--- src/rtl/mem_access_if.sv ---
// Data-memory bus between the memory-access stage (master) and the data memory (slave).
// Only the request/response bus is grouped here; pipeline sideband stays on plain ports.
interface mem_access_if;
    logic        dm_req;
    logic [31:0] dm_addr;
    logic [3:0]  dm_we;
    logic [31:0] dm_wdata;
    logic [31:0] dm_rdata;
    logic        dm_ack;

    modport master (
        output dm_req, dm_addr, dm_we, dm_wdata,
        input  dm_rdata, dm_ack
    );

    modport slave (
        input  dm_req, dm_addr, dm_we, dm_wdata,
        output dm_rdata, dm_ack
    );
endinterface

--- src/rtl/mem_access.sv ---
// Pipeline memory-access stage: issues aligned loads/stores on the data bus, stalls until ack.
// Define MEM_TIMEOUT_EN to abort a BUSY access after 16 cycles without ack (bus_err_out).
module mem_access (
    input  logic         clk,
    input  logic         rst,
    input  logic         write,
    input  logic         flush,
    input  logic [31:0]  exe_data,
    input  logic [31:0]  busB,
    input  logic [31:0]  pc,
    input  logic [3:0]   memReadEn,
    input  logic [3:0]   memWriteEn,
    input  logic         load_signed,
    input  logic         mem_to_reg,
    input  logic         reg_wen,
    input  logic [4:0]   reg_num,
    mem_access_if.master dm,
    output logic         stall_out,
    output logic [31:0]  wb_data_out,
    output logic         reg_wen_out,
    output logic [4:0]   reg_num_out,
    output logic [31:0]  pc_out,
    output logic         addr_err_out,
    output logic         bus_err_out
);

    typedef enum logic [1:0] {IDLE, BUSY, DONE} state_t;

    state_t      state_q, state_d;
    logic [31:0] addr_q, wdata_q, rdata_q;
    logic [3:0]  we_q, rd_mask_q;
    logic [1:0]  off_q;
    logic        signed_q, killed_q;

    logic [31:0] wb_data_q;
    logic        reg_wen_q, addr_err_q, bus_err_q;
    logic [4:0]  reg_num_q;
    logic [31:0] pc_q;

    logic [3:0]  size_mask;
    logic        misaligned, access_req, timeout;
    logic [31:0] addr_c, wdata_c, load_data;
    logic [3:0]  we_c;
    logic        req_c, stall_c, cap_rdata, enter_busy, capture;

    assign size_mask  = memReadEn | memWriteEn;
    assign misaligned = ((size_mask == 4'b0011) && exe_data[0]) ||
                        ((size_mask == 4'b1111) && (exe_data[1:0] != 2'b00));
    assign access_req = (size_mask != 4'b0000) && !flush && !misaligned;

    assign addr_c = {exe_data[31:2], 2'b00};
    assign we_c   = memWriteEn << exe_data[1:0];

    always_comb begin
        case (memWriteEn)
            4'b0001: wdata_c = {4{busB[7:0]}};
            4'b0011: wdata_c = {2{busB[15:0]}};
            default: wdata_c = busB;
        endcase
    end

    // Raw read word: straight off the bus on the ack cycle, otherwise the copy held in DONE.
    function automatic logic [31:0] format_load(input logic [31:0] raw, input logic [1:0] off,
                                                input logic [3:0] mask, input logic sgn);
        logic [31:0] lane;
        lane = raw >> {off, 3'b000};
        case (mask)
            4'b0001: return {{24{sgn & lane[7]}}, lane[7:0]};
            4'b0011: return {{16{sgn & lane[15]}}, lane[15:0]};
            default: return lane;
        endcase
    endfunction

    assign load_data = format_load((state_q == BUSY) ? dm.dm_rdata : rdata_q,
                                   off_q, rd_mask_q, signed_q);

`ifdef MEM_TIMEOUT_EN
    logic [3:0] tmo_q, tmo_d;

    assign timeout = (state_q == BUSY) && !dm.dm_ack && (tmo_q == 4'hF);

    always_comb begin
        tmo_d = tmo_q;
        if (enter_busy)
            tmo_d = 4'h0;
        else if (state_q == BUSY)
            tmo_d = tmo_q + 4'h1;
    end

    always_ff @(posedge clk) begin
        if (!rst) tmo_q <= 4'h0;
        else      tmo_q <= tmo_d;
    end
`else
    assign timeout = 1'b0;
`endif

    // NOTE: every output of this block gets a default first so no path can infer a latch.
    always_comb begin
        state_d    = state_q;
        req_c      = 1'b0;
        stall_c    = 1'b0;
        cap_rdata  = 1'b0;
        enter_busy = 1'b0;
        case (state_q)
            IDLE: begin
                if (access_req) begin
                    req_c      = 1'b1;
                    stall_c    = 1'b1;
                    enter_busy = 1'b1;
                    state_d    = BUSY;
                end
            end
            BUSY: begin
                req_c = 1'b1;
                if (timeout) begin
                    req_c   = 1'b0;
                    state_d = IDLE;
                end else if (dm.dm_ack) begin
                    cap_rdata = 1'b1;
                    state_d   = write ? IDLE : DONE;
                end else begin
                    stall_c = 1'b1;
                end
            end
            DONE: begin
                if (write) state_d = IDLE;
            end
            default: state_d = IDLE;
        endcase
    end

    // Reset gates the request combinationally so an outstanding access drops in the reset cycle.
    assign dm.dm_req   = rst & req_c;
    assign dm.dm_addr  = (state_q == IDLE) ? addr_c  : addr_q;
    assign dm.dm_we    = (state_q == IDLE) ? we_c    : we_q;
    assign dm.dm_wdata = (state_q == IDLE) ? wdata_c : wdata_q;
    assign stall_out   = rst & stall_c;
    assign capture     = write && !stall_c;

    // NOTE: sequential state uses non-blocking assignments so all registers update together.
    always_ff @(posedge clk) begin
        if (!rst) begin
            state_q     <= IDLE;
            addr_q      <= '0;
            we_q        <= '0;
            wdata_q     <= '0;
            rd_mask_q   <= '0;
            off_q       <= '0;
            signed_q    <= 1'b0;
            rdata_q     <= '0;
            killed_q    <= 1'b0;
            wb_data_q   <= '0;
            reg_wen_q   <= 1'b0;
            reg_num_q   <= '0;
            pc_q        <= '0;
            addr_err_q  <= 1'b0;
            bus_err_q   <= 1'b0;
        end else begin
            state_q <= state_d;
            if (enter_busy) begin
                addr_q    <= addr_c;
                we_q      <= we_c;
                wdata_q   <= wdata_c;
                rd_mask_q <= memReadEn;
                off_q     <= exe_data[1:0];
                signed_q  <= load_signed;
            end
            if (cap_rdata) rdata_q <= dm.dm_rdata;
            // A flush seen mid-access must still squash the write-back once the ack arrives.
            killed_q <= (state_d != IDLE) && (killed_q || ((state_q != IDLE) && flush));
            if (capture) begin
                wb_data_q  <= mem_to_reg ? load_data : exe_data;
                reg_wen_q  <= reg_wen & !flush & !killed_q & !misaligned & !timeout;
                reg_num_q  <= reg_num;
                pc_q       <= pc;
                addr_err_q <= misaligned;
                bus_err_q  <= timeout;
            end
        end
    end

    assign wb_data_out  = wb_data_q;
    assign reg_wen_out  = reg_wen_q;
    assign reg_num_out  = reg_num_q;
    assign pc_out       = pc_q;
    assign addr_err_out = addr_err_q;
    assign bus_err_out  = bus_err_q;

endmodule

--- src/flat_wrapper.sv ---
// flat-port wrapper written by rule: the top's interface ports become plain ports
module mem_access_flat 
  (clk, rst, write, flush, exe_data, busB, pc, memReadEn, memWriteEn, load_signed, mem_to_reg, reg_wen, reg_num, stall_out, wb_data_out, reg_wen_out, reg_num_out, pc_out, addr_err_out, bus_err_out, dm_dm_req, dm_dm_addr, dm_dm_we, dm_dm_wdata, dm_dm_rdata, dm_dm_ack);
  mem_access_if dm_i ();
  input  logic clk;
  input  logic rst;
  input  logic write;
  input  logic flush;
  input  logic [31:0] exe_data;
  input  logic [31:0] busB;
  input  logic [31:0] pc;
  input  logic [3:0] memReadEn;
  input  logic [3:0] memWriteEn;
  input  logic load_signed;
  input  logic mem_to_reg;
  input  logic reg_wen;
  input  logic [4:0] reg_num;
  output logic stall_out;
  output logic [31:0] wb_data_out;
  output logic reg_wen_out;
  output logic [4:0] reg_num_out;
  output logic [31:0] pc_out;
  output logic addr_err_out;
  output logic bus_err_out;
  output wire logic [$bits(dm_i.dm_req)-1:0] dm_dm_req;
  output wire logic [$bits(dm_i.dm_addr)-1:0] dm_dm_addr;
  output wire logic [$bits(dm_i.dm_we)-1:0] dm_dm_we;
  output wire logic [$bits(dm_i.dm_wdata)-1:0] dm_dm_wdata;
  input wire logic [$bits(dm_i.dm_rdata)-1:0] dm_dm_rdata;
  input wire logic [$bits(dm_i.dm_ack)-1:0] dm_dm_ack;
  assign dm_dm_req = dm_i.dm_req;
  assign dm_dm_addr = dm_i.dm_addr;
  assign dm_dm_we = dm_i.dm_we;
  assign dm_dm_wdata = dm_i.dm_wdata;
  assign dm_i.dm_rdata = dm_dm_rdata;
  assign dm_i.dm_ack = dm_dm_ack;
  mem_access u_core (.clk(clk), .rst(rst), .write(write), .flush(flush), .exe_data(exe_data), .busB(busB), .pc(pc), .memReadEn(memReadEn), .memWriteEn(memWriteEn), .load_signed(load_signed), .mem_to_reg(mem_to_reg), .reg_wen(reg_wen), .reg_num(reg_num), .dm(dm_i), .stall_out(stall_out), .wb_data_out(wb_data_out), .reg_wen_out(reg_wen_out), .reg_num_out(reg_num_out), .pc_out(pc_out), .addr_err_out(addr_err_out), .bus_err_out(bus_err_out));
endmodule
--- config.mk ---
export PLATFORM = sky130hd
export DESIGN_NAME = mem_access_flat
export DESIGN_NICKNAME = d
export VERILOG_FILES = /design/src/rtl/mem_access_if.sv /design/src/rtl/mem_access.sv /design/src/flat_wrapper.sv
export SDC_FILE = /design/constraint.sdc
export NUM_CORES = 1
export LEC_CHECK = 0
export ABC_AREA = 1
export ABC_CLOCK_PERIOD_IN_PS = 3100
export CAP_MARGIN = 0
export CORE_AREA = 2 2 149 93
export DETAILED_ROUTE_END_ITERATION = 6
export DIE_AREA = 0 0 151 95
export DONT_BUFFER_PORTS = 1
export GPL_ROUTABILITY_DRIVEN = 0
export GPL_TIMING_DRIVEN = 0
export PLACE_DENSITY = 0.84
export SYNTH_ARGS = -nofsm -noshare
export SYNTH_HDL_FRONTEND = slang
export SYNTH_SLANG_ARGS = --single-unit
--- constraint.sdc ---
create_clock -name clk -period 3.1 [get_ports clk]
set_clock_uncertainty 0.2 [all_clocks]
set_input_delay 0.62 -clock clk [delete_from_list [all_inputs] [get_ports clk]]
set_output_delay 0.62 -clock clk [all_outputs]
set_load 0.01 [all_outputs]
# == Yosys cells after proc, flatten, opt, wreduce, memory -nomap -nowiden ==
# Cells that the tools add are included.
# word_totals
mem_bits_rw,0
output_inout_bits,142
romBits,0
latch_bits,0
ff_bits,179
inputBits,149
memories,0
# classes
n_shift,2
div,0
mux,19
n_addsub,0
n_lt_le_gt_ge,0
bitwise,8
multipliers,0
reduce_logical,18
eq_ne,8
# ops
op,n
two-way mux 32 bit,4
case mux 32 bit (2 select lines),2
>> shifter 32 x 5 -> 32 bit,1
== test 4 x 2 -> 1 bit (second input constant),3
== test 4 x 1 -> 1 bit (second input constant),2
two-way mux 2 bit,4
AND 1 bit,7
logical AND 1 bit,7
case mux 2 bit (3 select lines),1
nonzero test 2 bit,3
two-way mux 1 bit,5
== test 4 bit (second input constant),1
logical NOT 1 bit,4
two-way mux 4 bit,1
bitwise OR 4 bit,1
case mux 1 bit (2 select lines),2
nonzero test 4 bit,1
left shift 4 x 2 -> 4 bit,1
== test 2 x 1 -> 1 bit (second input constant),1
== test 2 bit (second input constant),1
logical NOT 2 bit,1
logical OR 1 bit,2

# == Logic depth before layout (Yosys ltp) ==
# Gate-level depths: netlist (run 1).
# logic_depth
word_depth,10
mapped_depth,13
ltp_nobuf,11

# == Worst setup path after synthesis (run 1) ==
# Ideal clock, no wire load.
# synth_path
path_kind,input port to output port
start,input port exe_data[0]
end,output port dm_dm_req
arrival_time_ns,1.722
n_path_buf,3
path_slack_ns,0.558
path_stages,8
t_required_ns,2.280
path_cell_list,buf_2 nand4_1 nand2_1 nand2_1 nand3_4 clkbuf_1 buf_2 a21oi_1
# synth_via
elab_chain_len,8
word_cells_on_any_way,9
classes_between,mux: 2; bitwise: 1; reduce/logical: 6
# synth_rtl
item,line_no,rtl
start: declaration,flat_wrapper.sv:9,input logic [31:0] exe_data;
nonzero test 2 bit,mem_access.sv:48,((size_mask == 4'b1111) && (exe_data[1:0] != 2'b00));
logical AND 1 bit,mem_access.sv:48,
logical OR 1 bit (*),mem_access.sv:47,assign misaligned = ((size_mask == 4'b0011) && exe_data[0]) ||
logical NOT 1 bit (*),mem_access.sv:49,assign access_req = (size_mask != 4'b0000) && !flush && !misaligned;
logical AND 1 bit (*),mem_access.sv:49,
two-way mux 1 bit (*),mem_access.sv:107,if (access_req) begin
case mux 1 bit (2 select lines) (*),mem_access.sv:105,case (state_q)
AND 1 bit (*),mem_access.sv:134,assign dm.dm_req = rst & req_c;
end: declaration,flat_wrapper.sv:25,output wire logic [$bits(dm_i.dm_req)-1:0] dm_dm_req;
# Every way passes the cells marked *; elsewhere a longest branch is shown, timed or not.

# == Worst setup path after layout (run 1) ==
# layout_path
start,register u_core.state_q[0]
end,output port dm_dm_addr[2]
# layout_via
elab_chain_len,2
# layout_rtl
item,line_no,rtl
start: declaration,mem_access.sv:29,"state_t state_q, state_d;"
start signal: assignment,mem_access.sv:160,state_q <= state_d;
logical NOT 2 bit,mem_access.sv:135,assign dm.dm_addr = (state_q == IDLE) ? addr_c : addr_q;
two-way mux 32 bit,mem_access.sv:135,
end: declaration,flat_wrapper.sv:26,output wire logic [$bits(dm_i.dm_addr)-1:0] dm_dm_addr;
# Every way passes these cells.

==> metrics, run 1 <==
status=complete, no violations; Slew Limit Fails=0; critical path endpoint category=primary output; Max clock buf depth=2; total core area=13130 um2; Total GRT Usage=38.53%; Final Cycle Share=96.68%; first-pass GRT wire length=42310 um; Multi-input gate area=4319 um2; post-cts resize count=7; part of the Yosys area used for sequential elements=40.69%; final wirelength=28850 um; initial core utilization=67.07%; YS warnings=0; FILL cells=1085; Iter 0 DRT Violations=985; Die ar.=14350 um2; Num CTS Buffers=17; drt pass-1 iters=6; max frequency=0.3337 GHz; Setup CP Type=reg2out; Avg Inst Size Synth=6.885 um2; CP arrival=2180 ps; final hold violations=0; vias in the first global route=7764; routed wire length per instance=19.39 um; H-tree level count=4; Critical Path Start Type=flip-flop; Reg-to-Reg End=u_core.wb_data_out[6]; area share of the largest cell type after synthesis=40.69%; setup repair bufs after CTS=0; global-route congestion overflow total=0; worst slew pin tran=670.8 ps; Via Count=9066; num rows=33; DRC=0; vias per cell=6.093; # hold bufs at CTS=0; clock sink count=179; Tmin final=2997 ps; Clk Tree Root Cell=clkbuf_16; power density cells=628.4 nW/um2; fin util=73.60%; Die Wd=151 um; share of cells above drive strength 1=10.14%; Post-Syn Area=8806 um2; setup ws final=102.9 ps; CP startpoint=u_core.state_q[0]; setup TNS=0 ps; Worst R2R Start=u_core.state_q[0]; Buffers on Ports=0; die height=95 um; commonest register cell after synthesis=dfxtp_1; # setup viols final=0; most frequent cells in the layout=nand2_1, o21ai_0, dfxtp_1, a21oi_1, inv_1; Max Cap Viol=0; RSZ-0062 raised after global routing=no; register area=3583 um2; relative slew slack=55.28%; most common cell after layout, fill and taps aside=nand2_1; Worst VDD drop=451.4 uV; worst min path class=in2reg; Placement Setup Slack=-68.39 ps; post-route antenna net violation count=0; # nets final=1448; r2r setup slk=710 ps; DP HPWL=21940 um; pin count of the biggest net entering global routing=22; area leader, netlist=dfxtp_1; antenna violations before repair=1; hold depth=1; #FFs+latches synth=179; Post-synth EDFFs=0; Syn Inst Count=1279; worst-skew pair later-pin latency=430 ps; clock slew at reported path FFs=70 ps; Syn-to-layout area delta=9.747%; Leak=0.004023 uW; total power=6073 uW; Worst EP required=2280 ps; Worst Path Max Fanout=10; TritonCTS clock tree=built; I/O pin count=291; reg2reg path depth=11; Synth cell types=35; Fin Hold WS=85.88 ps; CP endpoint=dm_dm_addr[2]; FFs w/ async S/R, synth=0%; largest cells by area after synthesis=dfxtp_1, nand2_1, o21ai_0, a21oi_1, inv_1
==> cells by family after synthesis <==
group                  share of synthesized area, %
AO/OA/AOI/OAI                                 26.46
flip-flops                                    40.69
other                                       0.04258
AND/OR/NAND/NOR                               21.53
multiplexers                                 0.9094
buffers and inverters                         10.37
==> flip-flops by register name, indices dropped and copies added, names as in the netlist <==
| register | flops |
|---|---|
| u_core.addr_err_out | 1 |
| u_core.addr_q | 30 |
| u_core.killed_q | 1 |
| u_core.off_q | 2 |
| u_core.pc_out | 32 |
| u_core.rd_mask_q | 4 |
| u_core.rdata_q | 32 |
| u_core.reg_num_out | 5 |
| u_core.reg_wen_out | 1 |
| u_core.signed_q | 1 |
| u_core.state_q | 2 |
| u_core.wb_data_out | 32 |
| u_core.wdata_q | 32 |
| u_core.we_q | 4 |
==> synth_stat cells (all sizes together) (12+ instances only) <==
master and n:
nor2 55, clkbuf 56, dfxtp 179, nand3 49
buf 42, inv 108, or2 42, o21ai 228
nand2 292, a211oi 23, a21oi 165, o211ai 12
==> metal layers <==
metal	GRT usage (%)	vias to the layer above	share of wire, %
li1	-	4266	-
met1	54.91	4138	41
met2	55.95	605	43
met3	12.37	57	14
met4	10.83	0	2.1
met5	0	-	0
==> worst min path at each step <==
stage,startpoint,end,slack (ps)
floorplan,u_core.addr_q[10],u_core.addr_q[10],220
global placement,u_core.wdata_q[1],u_core.wdata_q[1],230
detailed placement,u_core.addr_q[12],u_core.addr_q[12],240
CTS,write,u_core.state_q[1],80
global route,write,u_core.state_q[1],80
finish,write,u_core.state_q[1],90
==> per-stage QoR <==
stage / instances / cell area, um2
floorplan: 1281 / 8813
global placement: 1456 / 9032
detailed placement: 1456 / 9032
CTS: 1487 / 9661
global route: 1487 / 9662
finish: 1488 / 9664
==> where the power goes <==
| part | internal [uW] | switching, uW | total (uW) |
|---|---|---|---|
| combinational | 371 | 842 | 1210 |
| sequential | 2500 | 138 | 2630 |
| clock | 1120 | 1110 | 2230 |
==> layout make-up <==
cell class,instances,share of cell area (%)
Clock inverter,15,2.033
Antenna cell,1,0.02589
Inverter,110,4.272
Clock buffer,17,4.402
Multi-Input combinational cell,894,44.69
Tap cell,175,2.266
Buffer,97,5.230
Sequential cell,179,37.08
==> critical path, cell delays in order (launching register included) <==
cell and delay, ps:
dfxtp_1 390, nor2_2 320, buf_2 360, clkbuf_2 330, nand2_1 80, o21ai_1 270
Note: power is estimated with default switching activity, not from simulation.
==> run 2, diff against run 1 <==
--- a/config.mk
+++ b/config.mk
@@ -7,10 +7,11 @@
 export LEC_CHECK = 0
 export ABC_AREA = 1
 export ABC_CLOCK_PERIOD_IN_PS = 3100
-export CAP_MARGIN = 0
-export CORE_AREA = 2 2 149 93
+export CAP_MARGIN = 40
+export CORE_AREA = 2 2 89 155
+export CTS_CLUSTER_DIAMETER = 80
 export DETAILED_ROUTE_END_ITERATION = 6
-export DIE_AREA = 0 0 151 95
+export DIE_AREA = 0 0 91 157
 export DONT_BUFFER_PORTS = 1
 export GPL_ROUTABILITY_DRIVEN = 0
 export GPL_TIMING_DRIVEN = 0
==> metrics, run 2 (same netlist as run 1, synthesis figures left out) <==
Max clock buf depth=2 (unchanged); Max Cap Viol=0 (unchanged); vias in the first global route=8524 (+9.8%); CP startpoint=rst; worst slew pin tran=778.8 ps (+108.0 ps); total power=5896 uW (-2.9%); Seq pwr share=44.8% (+1.4 points); Sw Ratio=33.26% (-1.1 points); setup repair bufs after CTS=0 (unchanged); Fin Hold WS=78.15 ps (-7.730 ps); Multi-input gate area=4319 um2 (unchanged); Num CTS Buffers=17 (unchanged); worst min path class=in2reg; Int Power=3935 uW (-1.2%); clock sink count=179 (unchanged); Die Wd=91 um (-40%); final wirelength=28370 um (-1.7%); share of cells above drive strength 1=9.756% (-0.38 points); reg2reg path depth=11 (unchanged); pin count of the biggest net entering global routing=19 (-14%); post-route antenna net violation count=0 (unchanged); crit-path most repeated cell=clkbuf_1; violated checks=design-rule violations; max frequency=0.3306 GHz (-0.90%); Slew Limit Fails=0 (unchanged); status=finished, violations left; register area=3583 um2 (unchanged); clock slew at reported path FFs=70 ps (about the same); global-route congestion overflow total=0 (unchanged); crit-path cells=clkinv_1 > clkbuf_1 > clkbuf_1 > a21oi_1; Worst EP required=2280 ps (about the same); r2r setup slk=630 ps (-80 ps); DRC=4 (+4); Die ar.=14290 um2 (-0.40%); Setup CP Type=in2out; drt pass-1 iters=7 (+1); RSZ-0062 raised after global routing=no; die height=157 um (+65%); first-pass GRT wire length=43040 um (+1.7%); most frequent cells in the layout=nand2_1, o21ai_0, dfxtp_1, a21oi_1, inv_1; final hold violations=0 (unchanged); Via Count=9019 (-0.52%); setup TNS=0 ps (unchanged); relative slew slack=48.08% (-7.2 points); total core area=12940 um2 (-1.5%); num rows=55 (+67%); worst-skew pair later-pin latency=440 ps (about the same); TritonCTS clock tree=built; Worst path slowest cell=clkbuf_1; most common cell after layout, fill and taps aside=nand2_1; Combinational Power Share=20.0% (about the same); vias per cell=6.077 (-0.25%); Leak=0.003994 uW (-0.71%); initial core utilization=68.07% (+1.0 points); setup ws final=75.49 ps (-27.37 ps); Critical Path Start Type=input pin; clock share of power=35.3% (-1.4 points); H-tree level count=4 (unchanged); Worst Path Max Fanout=10 (unchanged); Syn-to-layout area delta=8.966%; # nets final=1448 (unchanged); critical path endpoint category=primary output; Final Cycle Share=97.56% (+0.88 points); I/O pin count=291 (unchanged); Buffers on Ports=0 (unchanged); Iter 0 DRT Violations=804 (-18%); Worst R2R Start=u_core.state_q[0]; CP arrival=2200 ps (+20 ps); antenna violations before repair=1 (unchanged); Worst VDD drop=442.4 uV (-2.0%); # setup viols final=0 (unchanged); sw power=1961 uW (-6.2%); DP HPWL=22020 um (+0.36%); Placement Setup Slack=22.45 ps (+90.84 ps); FILL cells=1110 (+2.3%); power density cells=614.4 nW/um2 (-2.2%); # hold bufs at CTS=0 (unchanged); Reg-to-Reg End=u_core.wb_data_out[3]; CP endpoint=dm_dm_req; Clk Tree Root Cell=clkbuf_16; Total GRT Usage=38.45% (-0.082 points); routed wire length per instance=19.12 um (-1.4%); Tmin final=3025 ps (+27.37 ps); crit-path max cell delay=660 ps (+270 ps)
==> run 2: cell type report <==
| cell class | count | area share, % |
|---|---|---|
| diodes | 1 | 0.02608 |
| plain buffers | 97 | 5.203 |
| clock buffers | 17 | 4.433 |
| clock inverters | 15 | 1.447 |
| inverters | 110 | 4.303 |
| multi-input cells | 894 | 45.01 |
| flip-flops and latches | 179 | 37.35 |
| well taps | 171 | 2.230 |
==> run 2: what timing repair did <==
action,in CTS,in global routing
setup endpoints to repair,46,1
hold endpoints to repair,0,0
gates resized for setup,3,0
pin swaps,0,0
==> run 2: through the flow <==
step           cell area, um2  instances  util, %
2_1_floorplan            8813       1281        -
3_3_place_gp             9027       1452    69.78
3_5_place_dp             9027       1452    69.78
4_1_cts                  9597       1484    74.18
5_1_grt                  9595       1484    74.17
6_report                 9595       1484    74.17
==> run 2: worst min-delay path by stage <==
stage	cells after the start	to	startpoint
after global placement	2	u_core.addr_q[26]	u_core.addr_q[26]
after CTS	1	u_core.state_q[1]	write
final	1	u_core.state_q[1]	write
after detailed placement	2	u_core.wdata_q[31]	u_core.wdata_q[31]
after global routing	1	u_core.state_q[1]	write
after floorplan	2	u_core.addr_q[10]	u_core.addr_q[10]
==> run 2: layer usage <==
metal | up-vias | global-route usage (%) | part of all wire (%)
li1 | 4264 | - | -
met1 | 4053 | 36.89 | 32
met2 | 556 | 70.09 | 51
met3 | 146 | 11.06 | 9.2
met4 | 0 | 26.33 | 7.7
met5 | - | 0 | 0
==> run 2: power by group through the flow <==
stage                     Combinational, uW  Sequential (uW)  Clock [uW]
after floorplan                         867             2650           0
after global placement                 1120             2680           0
after detailed placement               1140             2690           0
after CTS                              1160             2640        2080
after global routing                   1300             2650        2170
final                                  1180             2640        2080
==> run 2: worst max-delay path, delay by kind of cell <==
family | cells | cell delay, ps
AOI/OAI and AO/OA | 1 | 220
buffers and inverters | 3 | 1360
==> run 3, diff against run 2 <==
--- a/config.mk
+++ b/config.mk
@@ -14,7 +14,6 @@
 export DIE_AREA = 0 0 91 157
 export DONT_BUFFER_PORTS = 1
 export GPL_ROUTABILITY_DRIVEN = 0
-export GPL_TIMING_DRIVEN = 0
 export PLACE_DENSITY = 0.84
 export SYNTH_ARGS = -nofsm -noshare
 export SYNTH_HDL_FRONTEND = slang
==> metrics, run 3 (same netlist as run 1, synthesis figures left out) <==
status=complete, no violations; worst-skew pair later-pin latency=430 ps (about the same); Setup CP Type=reg2out; Worst Path Max Fanout=50 (+40); setup repair bufs after CTS=0 (unchanged); Multi-input gate area=4324 um2 (+0.12%); final wirelength=24690 um (-13%); routed wire length per instance=17.61 um (-7.9%); die height=157 um (unchanged); Worst R2R Start=u_core.state_q[0]; Worst EP required=2280 ps (about the same); I/O pin count=291 (unchanged); max frequency=0.3519 GHz (+6.4%); clock sink count=179 (unchanged); register area=3583 um2 (unchanged); hold depth=1 (unchanged); Via Count=8144 (-9.7%); worst slew pin tran=825.6 ps (+46.74 ps); CP arrival=2020 ps (-180 ps); Clk Tree Root Cell=clkbuf_16; power density cells=635.9 nW/um2 (+3.5%); DP HPWL=17850 um (-19%); Worst Hold Launch=write; initial core utilization=68.07% (unchanged); Max Cap Viol=0 (unchanged); final hold violations=0 (unchanged); total core area=12940 um2 (unchanged); # hold bufs at CTS=0 (unchanged); pin count of the biggest net entering global routing=103 (+84); share of cells above drive strength 1=8.211% (-1.5 points); first-pass GRT wire length=37430 um (-13%); Slew Limit Fails=0 (unchanged); Total GRT Usage=33.11% (-5.3 points); DRC=0 (-4); post-cts resize count=0 (-3); Reg-to-Reg End=u_core.wb_data_out[6]; Worst VDD drop=420.0 uV (-5.1%); Finished Layout Cells=1402 (-5.5%); r2r setup slk=630 ps (about the same); Placement Setup Slack=463.8 ps (+441.3 ps); drt pass-1 iters=5 (-2); RSZ-0062 raised after global routing=no; Critical Path Start Type=flip-flop; Max clock buf depth=2 (unchanged); FILL cells=1137 (+2.4%); reg2reg path depth=9 (-2); Die ar.=14290 um2 (unchanged); Iter 0 DRT Violations=479 (-40%); WHS Endpoint=u_core.state_q[1]; # nets final=1366 (-5.7%); Syn-to-layout area delta=5.371%; clock slew at reported path FFs=60 ps (about the same); Num CTS Buffers=17 (unchanged); vias in the first global route=7392 (-13%); most common cell after layout, fill and taps aside=nand2_1; Tmin final=2842 ps (-182.5 ps); setup TNS=0 ps (unchanged); Leak=0.003835 uW (-4.0%); antenna violations before repair=1 (unchanged); # setup viols final=0 (unchanged); setup ws final=258.0 ps (+182.5 ps); H-tree level count=4 (unchanged); most frequent cells in the layout=nand2_1, o21ai_0, dfxtp_1, a21oi_1, inv_1; num rows=55 (unchanged); total power=5900 uW (about the same); post-route antenna net violation count=0 (unchanged); critical path endpoint category=primary output; TritonCTS clock tree=built; Final Cycle Share=91.68% (-5.9 points); Fin Hold WS=91.68 ps (+13.53 ps); global-route congestion overflow total=0 (unchanged); Die Wd=91 um (unchanged); relative slew slack=44.96% (-3.1 points); vias per cell=5.809 (-4.4%); Buffers on Ports=0 (unchanged); worst min path class=in2reg; # placed instances=1369 (-5.7%)
-- run 3: cell count changes in the layout (fill, tap and decap cells not counted), moves of 2 or more --
cell / change
buf_2: -23
buf_6: -9
clkbuf_8: +4
clkinv_4: -2
clkbuf_1: -54
bufinv_16: +2
inv_8: -5
buf_4: +4
-- run 3: worst max path at each step --
stage                            startpoint              end  slack, ps
after CTS                 u_core.state_q[0]        stall_out        260
after floorplan                 exe_data[0]        dm_dm_req        560
final                     u_core.state_q[0]        stall_out        260
after detailed placement      memWriteEn[3]  dm_dm_wdata[31]        460
after global routing      u_core.state_q[0]        stall_out        130
after global placement        memWriteEn[3]  dm_dm_wdata[31]        520
-- run 3: stage by stage --
step | util (%) | area, um2
2_1_floorplan | - | 8813
3_3_place_gp | 66.93 | 8660
3_5_place_dp | 66.93 | 8660
4_1_cts | 71.70 | 9276
5_1_grt | 71.72 | 9279
6_report | 71.72 | 9279
-- run 3: cell type report --
type	instances	area share, %
clock inverters	11	1.470
well taps	171	2.306
inverters	110	4.450
diodes	1	0.02697
flip-flops and latches	179	38.62
multi-input cells	894	46.60
clock buffers	21	5.178
repair buffers	15	1.348
-- run 3: metal layers --
metal	part of all wire, %	GRT usage, %	up-vias
met5	0	0	-
met4	4.5	18.04	0
met3	7.4	8.712	64
met2	54	62.12	332
met1	34	32.73	3673
li1	-	-	4075
-- run 3: report_power, final --
| group | total (uW) | internal [uW] | leakage (uW) | switching [uW] |
|---|---|---|---|---|
| clock network | 2230 | 1290 | 0.000303 | 937 |
| registers | 2630 | 2500 | 0.00147 | 136 |
| logic | 1040 | 324 | 0.00206 | 713 |
| total | 5900 | 4110 | 0.00383 | 1790 |
-- run 3: worst max-delay path: stages (launching register included) --
cell and delay (ps):
dfxtp_1 510, nand2_4 330, or2_2 430, a21oi_1 330
